`config.mk`:
```
export PLATFORM = sky130hd
export DESIGN_NAME = uart_imem_loader
export DESIGN_NICKNAME = d
export VERILOG_FILES = /design/src/rtl/uart_imem_loader.sv
export SDC_FILE = /design/constraint.sdc
export NUM_CORES = 1
export LEC_CHECK = 0
export CORE_MARGIN = 10
export CORE_UTILIZATION = 58
export DETAILED_ROUTE_END_ITERATION = 6
export PLACE_DENSITY = 0.88
export REMOVE_ABC_BUFFERS = 1
export SKIP_LAST_GASP = 1
export SLEW_MARGIN = 20
export SYNTH_ARGS = -nofsm -noshare
export SYNTH_HDL_FRONTEND = slang
export SYNTH_SLANG_ARGS = --single-unit
```
`constraint.sdc`:
```
create_clock -name clk -period 3.6 [get_ports clk]
set_clock_uncertainty 0.2 [all_clocks]
set_input_delay 0.72 -clock clk [delete_from_list [all_inputs] [get_ports clk]]
set_output_delay 0.72 -clock clk [all_outputs]
set_load 0.02 [all_outputs]
```
`src/rtl/uart_imem_loader.sv`:
```
// UART 8N1 boot loader: receives a 16-bit word count followed by
// little-endian instruction words and writes them into instruction memory.
module uart_imem_loader #(
    parameter int CLK_DIV    = 868,
    parameter int IMEM_WORDS = 16384
) (
    input  logic        clk,
    input  logic        rst,
    input  logic        rx,
    input  logic        start,
    output logic        imem_we,
    output logic [13:0] imem_addr,
    output logic [31:0] imem_wdata,
    output logic        cpu_rst,
    output logic        busy,
    output logic        done,
    output logic        err
);

    localparam int CW = $clog2(CLK_DIV + 1);
    localparam logic [CW-1:0] HALF_M1 = CW'(CLK_DIV / 2 - 1);
    localparam logic [CW-1:0] FULL_M1 = CW'(CLK_DIV - 1);

    localparam logic [1:0] RX_IDLE  = 2'd0;
    localparam logic [1:0] RX_START = 2'd1;
    localparam logic [1:0] RX_DATA  = 2'd2;
    localparam logic [1:0] RX_STOP  = 2'd3;

    localparam logic [2:0] S_IDLE   = 3'd0;
    localparam logic [2:0] S_LEN_LO = 3'd1;
    localparam logic [2:0] S_LEN_HI = 3'd2;
    localparam logic [2:0] S_DATA   = 3'd3;
    localparam logic [2:0] S_DONE   = 3'd4;
    localparam logic [2:0] S_ERR    = 3'd5;

    logic          rx_s1;
    logic          rx_s2;
    logic          rx_q;
    logic [1:0]    rx_state;
    logic [CW-1:0] clk_cnt;
    logic [2:0]    bit_cnt;
    logic [7:0]    shreg;
    logic          byte_valid;
    logic          frame_err;

    logic [2:0]    state;
    logic [15:0]   n_len;
    logic [1:0]    byte_cnt;
    logic [15:0]   len_next;
    logic          len_ok;
    logic          last_word;

    always_ff @(posedge clk) begin
        if (!rst) begin
            rx_s1      <= 1'b1;
            rx_s2      <= 1'b1;
            rx_q       <= 1'b1;
            rx_state   <= RX_IDLE;
            clk_cnt    <= '0;
            bit_cnt    <= 3'd0;
            shreg      <= 8'd0;
            byte_valid <= 1'b0;
            frame_err  <= 1'b0;
        end else begin
            rx_s1      <= rx;
            rx_s2      <= rx_s1;
            rx_q       <= rx_s2;
            byte_valid <= 1'b0;
            frame_err  <= 1'b0;
            case (rx_state)
                RX_IDLE: begin
                    if (rx_q && !rx_s2) begin
                        rx_state <= RX_START;
                        clk_cnt  <= '0;
                    end
                end
                RX_START: begin
                    if (clk_cnt == HALF_M1) begin
                        clk_cnt <= '0;
                        bit_cnt <= 3'd0;
                        // a start bit gone high by mid-bit was only a glitch
                        rx_state <= rx_s2 ? RX_IDLE : RX_DATA;
                    end else begin
                        clk_cnt <= clk_cnt + CW'(1);
                    end
                end
                RX_DATA: begin
                    if (clk_cnt == FULL_M1) begin
                        clk_cnt <= '0;
                        shreg   <= {rx_s2, shreg[7:1]};
                        bit_cnt <= bit_cnt + 3'd1;
                        if (bit_cnt == 3'd7) rx_state <= RX_STOP;
                    end else begin
                        clk_cnt <= clk_cnt + CW'(1);
                    end
                end
                RX_STOP: begin
                    if (clk_cnt == FULL_M1) begin
                        clk_cnt    <= '0;
                        rx_state   <= RX_IDLE;
                        byte_valid <= rx_s2;
                        frame_err  <= !rx_s2;
                    end else begin
                        clk_cnt <= clk_cnt + CW'(1);
                    end
                end
                default: rx_state <= RX_IDLE;
            endcase
        end
    end

    assign len_next  = {shreg, n_len[7:0]};
    assign len_ok    = (len_next != 16'd0) &&
                       ({16'd0, len_next} <= 32'(IMEM_WORDS));
    assign last_word = ({2'b00, imem_addr} + 16'd1) == n_len;

    always_ff @(posedge clk) begin
        if (!rst) begin
            state      <= S_IDLE;
            n_len      <= 16'd0;
            byte_cnt   <= 2'd0;
            imem_we    <= 1'b0;
            imem_addr  <= 14'd0;
            imem_wdata <= 32'd0;
            cpu_rst    <= 1'b0;
        end else begin
            imem_we <= 1'b0;
            cpu_rst <= (state == S_IDLE || state == S_DONE) && !start;
            case (state)
                S_IDLE, S_DONE, S_ERR: begin
                    if (start) begin
                        state     <= S_LEN_LO;
                        imem_addr <= 14'd0;
                        byte_cnt  <= 2'd0;
                    end
                end
                S_LEN_LO: begin
                    if (frame_err) begin
                        state <= S_ERR;
                    end else if (byte_valid) begin
                        n_len[7:0] <= shreg;
                        state      <= S_LEN_HI;
                    end
                end
                S_LEN_HI: begin
                    if (frame_err) begin
                        state <= S_ERR;
                    end else if (byte_valid) begin
                        n_len[15:8] <= shreg;
                        state       <= len_ok ? S_DATA : S_ERR;
                    end
                end
                S_DATA: begin
                    if (frame_err) begin
                        state <= S_ERR;
                    end else if (imem_we) begin
                        imem_addr <= imem_addr + 14'd1;
                        if (last_word) state <= S_DONE;
                    end else if (byte_valid) begin
                        imem_wdata[{byte_cnt, 3'b000} +: 8] <= shreg;
                        byte_cnt <= byte_cnt + 2'd1;
                        if (byte_cnt == 2'd3) imem_we <= 1'b1;
                    end
                end
                default: state <= S_IDLE;
            endcase
        end
    end

    assign busy = (state == S_LEN_LO) || (state == S_LEN_HI) ||
                  (state == S_DATA);
    assign done = (state == S_DONE);
    assign err  = (state == S_ERR);

endmodule

```
## Yosys cells after proc, flatten, opt, wreduce, memory -nomap -nowiden

Cells that the tools add are included.

- Multiplexer cells: 35
- $add $sub $neg: 6
- Shifts and indexed selects: 2
- Eq/ne operators: 27
- Bitwise gates (word level): 5
- $lt $le $gt $ge: 1
- Reduce and logical (&&, ||, !) cells: 26

Operator list:

| cell | count |
|---|---|
| $mux W14 | 3 |
| $mux W3 | 11 |
| $bwmux W32 | 1 |
| $shift A8 B7 Y32 const A | 1 |
| $shiftx A8 B7 Y32 | 1 |
| $mux W10 | 3 |
| $pmux W10 S3 | 1 |
| $pmux W14 S2 | 1 |
| $mux W2 | 10 |
| $ne A2 B2 Y1 const B | 10 |
| $eq A15 B16 Y1 | 1 |
| $le A16 B15 Y1 const B | 1 |
| $reduce_bool A16 Y1 | 1 |
| $add A14 B1 Y15 const B | 1 |
| $reduce_and A5 Y1 | 3 |
| $add A14 B1 Y14 const B | 1 |
| $ne A3 B3 Y1 const B | 4 |
| $pmux W3 S4 | 1 |
| $reduce_and A3 Y1 | 4 |
| $add A10 B1 Y10 const B | 1 |
| $eq A10 B10 Y1 const B | 1 |
| $eq A10 B9 Y1 const B | 1 |
| $eq A3 B3 Y1 const B | 3 |
| $pmux W2 S4 | 1 |
| 22 further kinds | 36 |

- Input port bits: 4
- Logic and storage cells: 119
- Bits in registers: 97

## Depth between registers and ports, before layout

- Depth after elaboration: 6
- Gate-level depth with buffers: 8

## Worst setup path before layout

No wires, ideal clock.

- Kind: reg2reg
- Start: register imem_addr[0]
- End: register state[0]
- Data required time: 3.273 ns
- Period minus slack after synthesis: 2.459 ns
- Library setup time: 0.127 ns
- Stages on the path, launching flop included: 9
- Arrival: 2.132 ns
- Path slack: 1.141 ns
- Cells stage by stage: dfxtp_1 > ha_1 > and4_1 > buf_2 > nand2_1 > o21a_1 > a2111oi_0 > nor4b_2 > o21ai_1

- Word-level cells in the longest chain between the ends: 4

Ends and longest elaborated chain:

| item | line | source |
|---|---|---|
| start, declared | 12 | `output logic [13:0] imem_addr,` |
| start signal, assigned | 157 | `imem_addr <= imem_addr + 14'd1;` |
| $add A14 B1 Y15 | 115 | `assign last_word = ({2'b00, imem_addr} + 16'd1) == n_len;` |
| $eq A15 B16 Y1 | 115 |  |
| $ne A3 B3 Y1 (no source line) | - |  |
| $reduce_and A5 Y1 (no source line) | - |  |
| end signal, assigned | 150 | `state <= len_ok ? S_DATA : S_ERR;` |
| end, declared | 46 | `logic [2:0] state;` |

No other way between the ends.
A chain may end at the register's enable or synchronous reset.

## Worst setup path in the final report

- Start: register imem_addr[0]
- End: register state[2]

Same word-level chain as after synthesis.

==> metrics.txt <==
# TYPE chip_impl_metric gauge
chip_impl_metric{name="cts.repair.resized",unit=""} 0
chip_impl_metric{name="synth-compound-area-share",unit=""} 0.158
chip_impl_metric{name="synth_xor_area_frac",unit=""} 0.0238
chip_impl_metric{name="timing.max_cap.violations",unit=""} 0
chip_impl_info{name="worstSetupStartpointType",value="flop"} 1
chip_impl_metric{name="gr-usage-all-layers",unit=""} 0.184
chip_impl_metric{name="aggregate_negative_setup_slack",unit="ns"} 0
chip_impl_metric{name="final_core_utilization",unit=""} 0.674
chip_impl_metric{name="floorplan.die.width",unit="um"} 111
chip_impl_metric{name="clock_latency",unit="ns"} 0.36
chip_impl_metric{name="path_buf_inv",unit=""} 0
chip_impl_info{name="critical_path_class",value="reg2reg"} 1
chip_impl_metric{name="num_rows",unit=""} 33
chip_impl_metric{name="yosysSeqAreaShare",unit=""} 0.405
chip_impl_metric{name="synth_fa_ha_area_frac",unit=""} 0.0287
chip_impl_metric{name="synth_largest_type_area_fraction",unit=""} 0.405
chip_impl_metric{name="worst_ep_arrival_time",unit="ns"} 3.19
chip_impl_metric{name="critPathRequiredTime",unit="ns"} 3.70
chip_impl_metric{name="fillerInstances",unit=""} 648
chip_impl_metric{name="area_delta_synth_final",unit="%"} 14.5
chip_impl_metric{name="io_pins",unit=""} 55
chip_impl_info{name="critical_path_slowest_stage_cell",value="a2111oi_0"} 1
chip_impl_metric{name="power.density_cell_area",unit="nW/um^2"} 331
chip_impl_metric{name="vdd_drop_max",unit="mV"} 0.196
chip_impl_metric{name="synth-edff-count",unit=""} 0
chip_impl_metric{name="detail_route.drc_violations",unit=""} 0
chip_impl_metric{name="grt_first_pass_wirelength",unit="um"} 19600
chip_impl_metric{name="mappedNetlistArea",unit="sq um"} 4790
chip_impl_info{name="main_combinational_cell_family_by_area_after_synthesis",value="simple AND/OR/NAND/NOR gates"} 1
chip_impl_metric{name="first_pass_iters",unit=""} 5
chip_impl_metric{name="drv_slew",unit=""} 0
chip_impl_metric{name="dr_total_vias",unit=""} 4415
chip_impl_info{name="status",value="finished clean"} 1
chip_impl_info{name="worstSetupEndpointType",value="flop"} 1
chip_impl_info{name="grt_setup_unrepaired",value="false"} 1
chip_impl_metric{name="finalCritPeriodShare",unit=""} 0.858
chip_impl_metric{name="path_clk_slew",unit="ns"} 0.09
chip_impl_metric{name="postRouteWirelength",unit="um"} 11800
chip_impl_metric{name="initial_utilization",unit=""} 0.589
chip_impl_info{name="synth_top_cells_by_area",value="dfxtp_1 (41%), a21oi_1 (6.9%), mux2i_1 (5.4%), nand4_1 (5.1%), nor2_1 (4.8%)"} 1
chip_impl_metric{name="antenna_cells_inserted",unit=""} 0
chip_impl_metric{name="dieArea",unit="sq um"} 12300
chip_impl_metric{name="cts_made_buffers",unit=""} 9
chip_impl_metric{name="place.port_buffers",unit=""} 54
chip_impl_metric{name="routabilityCongestion",unit=""} 0.905
chip_impl_info{name="critPathTopFamily",value="simple AND/OR/NAND/NOR gates"} 1
chip_impl_metric{name="maximum_number_of_pins_on_one_net_before_global_route_repair",unit=""} 86
chip_impl_info{name="ys_dominant_reg_cell",value="dfxtp_1"} 1
chip_impl_metric{name="avgSynthCellArea",unit="sq um"} 8.14
chip_impl_metric{name="mean_routed_wirelength_per_cell",unit="um"} 16.3
chip_impl_metric{name="final.min_clock_period",unit="ns"} 3.09
chip_impl_metric{name="first_global_vias",unit=""} 4004
chip_impl_metric{name="synth-warning-count",unit=""} 0
chip_impl_metric{name="initial_antenna_violation_count",unit=""} 0
chip_impl_metric{name="ys_async_sr_fraction",unit=""} 0
chip_impl_metric{name="number_of_failing_setup_endpoints_in_the_final_timing_report",unit=""} 0
chip_impl_metric{name="tightest_slew",unit="ns"} 0.960
chip_impl_metric{name="vias_per_cell",unit=""} 6.11
chip_impl_metric{name="place_hpwl",unit="um"} 8060
chip_impl_info{name="clockRootBuffer",value="clkbuf_8"} 1
chip_impl_metric{name="detailedRoute.firstIterationViolations",unit=""} 370
chip_impl_metric{name="nNetsFinal",unit=""} 628
chip_impl_metric{name="regArea",unit="sq um"} 1940
chip_impl_info{name="tritoncts",value="done"} 1
chip_impl_metric{name="multiInputGateArea",unit="sq um"} 2620
chip_impl_metric{name="hold_violations",unit=""} 0
chip_impl_metric{name="clock_sink_count",unit=""} 97
chip_impl_metric{name="overflow",unit=""} 0
chip_impl_metric{name="post_synth_num_cell_types",unit=""} 57
chip_impl_metric{name="drtAntennaViolNets",unit=""} 0
chip_impl_info{name="yosysMostFrequentCell",value="dfxtp_1"} 1
chip_impl_metric{name="postCtsSetupRepairBufs",unit=""} 0
chip_impl_metric{name="synthMuxAreaShare",unit=""} 0.0543
chip_impl_metric{name="synth.ff_latch_count",unit=""} 97
chip_impl_metric{name="p_total",unit="mW"} 1.82
chip_impl_metric{name="clock_tree.htree_level_count",unit=""} 3
chip_impl_metric{name="fraction_of_layout_instances_using_a_drive_strength_above_1",unit=""} 0.0485
chip_impl_metric{name="leakage",unit="nW"} 1.96
chip_impl_metric{name="cts_buffer_depth",unit=""} 2
chip_impl_metric{name="maxSlewHeadroom",unit=""} 0.356
chip_impl_info{name="hp-class",value="reg2reg"} 1
chip_impl_metric{name="cpPeakStageDelay",unit="ns"} 0.61
chip_impl_metric{name="cts_hold_buffers",unit=""} 0
chip_impl_metric{name="fp.dieH",unit="um"} 111
chip_impl_info{name="leading_cell_types_by_count_after_synthesis",value="dfxtp_1 (97), a21oi_1 (66), nor2_1 (61), nand2_1 (59), nand4_1 (39)"} 1
chip_impl_metric{name="synth-simple-area-share",unit=""} 0.281
chip_impl_info{name="synth_top_area_cell",value="dfxtp_1"} 1
chip_impl_metric{name="placeable_core_region",unit="sq um"} 8130
chip_impl_metric{name="synthesis.instances",unit=""} 589
chip_impl_metric{name="cp_max_fo",unit=""} 8
chip_impl_info{name="worstPathCellList",value="ha_1, nand4_1, nor4_1, o21ai_0, a2111oi_0, nor4b_2, a21o_1"} 1
chip_impl_metric{name="worst_hold_margin",unit="ns"} 0.225
chip_impl_metric{name="max_freq",unit="MHz"} 324
[flip-flops by register name, summed over array words and instances (netlist names), 2 cells and up, named ones only]
signal	cells
state	3
shreg	8
imem_wdata	32
imem_addr	14
n_len	16
bit_cnt	3
clk_cnt	10
byte_cnt	2
[cell families (layout without fill, tap and decap cells)]
group / after synthesis / after routing
buffers and inverters: 55 / 84
muxes: 26 / 26
AOI/OAI and AO/OA: 129 / 129
adders and majority gates: 11 / 11
xor gates and xnor gates: 13 / 13
and+or+nand+nor: 258 / 258
DFF: 97 / 97
[final cells by class]
cell class | instances | share of cell area
Sequential cell | 97 | 0.354
Inverter | 10 | 0.00684
Clock buffer | 9 | 0.0226
Timing Repair Buffer | 58 | 0.104
Multi-Input combinational cell | 437 | 0.477
Tap cell | 105 | 0.0240
Clock inverter | 7 | 0.0112
[power breakdown]
part	internal (mW)	total [mW]	switching, mW
combinational	0.0193	0.0616	0.0423
sequential	1.08	1.08	0.00568
clock	0.265	0.672	0.407
[layer usage]
metal  wire, um  track usage
met5          0            0
met4        128       0.0503
met3       1020       0.0628
met2       5340        0.284
met1       5280        0.239
[stage by stage]
stage,area [sq um],cells,setup WS (ns)
final,5490,723,0.511
after global routing,5490,723,0.356
after CTS,5490,723,0.595
after detailed placement,5300,707,0.829
after global placement,5300,707,0.856
after floorplan,4590,544,-0.458
[worst paths after layout]
path / endpoint / cells past startpoint / slack (ns) / startpoint
max: state[2] / 7 / 0.51 / imem_addr[0]
min: rx_s2 / 1 / 0.22 / rx_s1
min reg2reg: rx_s2 / 1 / 0.22 / rx_s1
max reg2reg: state[2] / 7 / 0.51 / imem_addr[0]
[placed cells by master (no fill, tap or decap), types with 6 or more instances in the layout]
cell type and instances:
a21oi_1 66, and3_1 7, clkbuf_8 9, clkdlybuf4s50_1 54
dfxtp_1 97, ha_1 11, inv_1 9, mux2i_1 26
nand2_1 59, nand3_1 18, nand4_1 39, nor2_1 61
nor2b_1 9, nor3_1 14, nor3b_1 9, nor4_1 9
o21ai_0 23, xnor2_1 7, xor2_1 6
No activity file was read; power rests on OpenSTA's default activity.
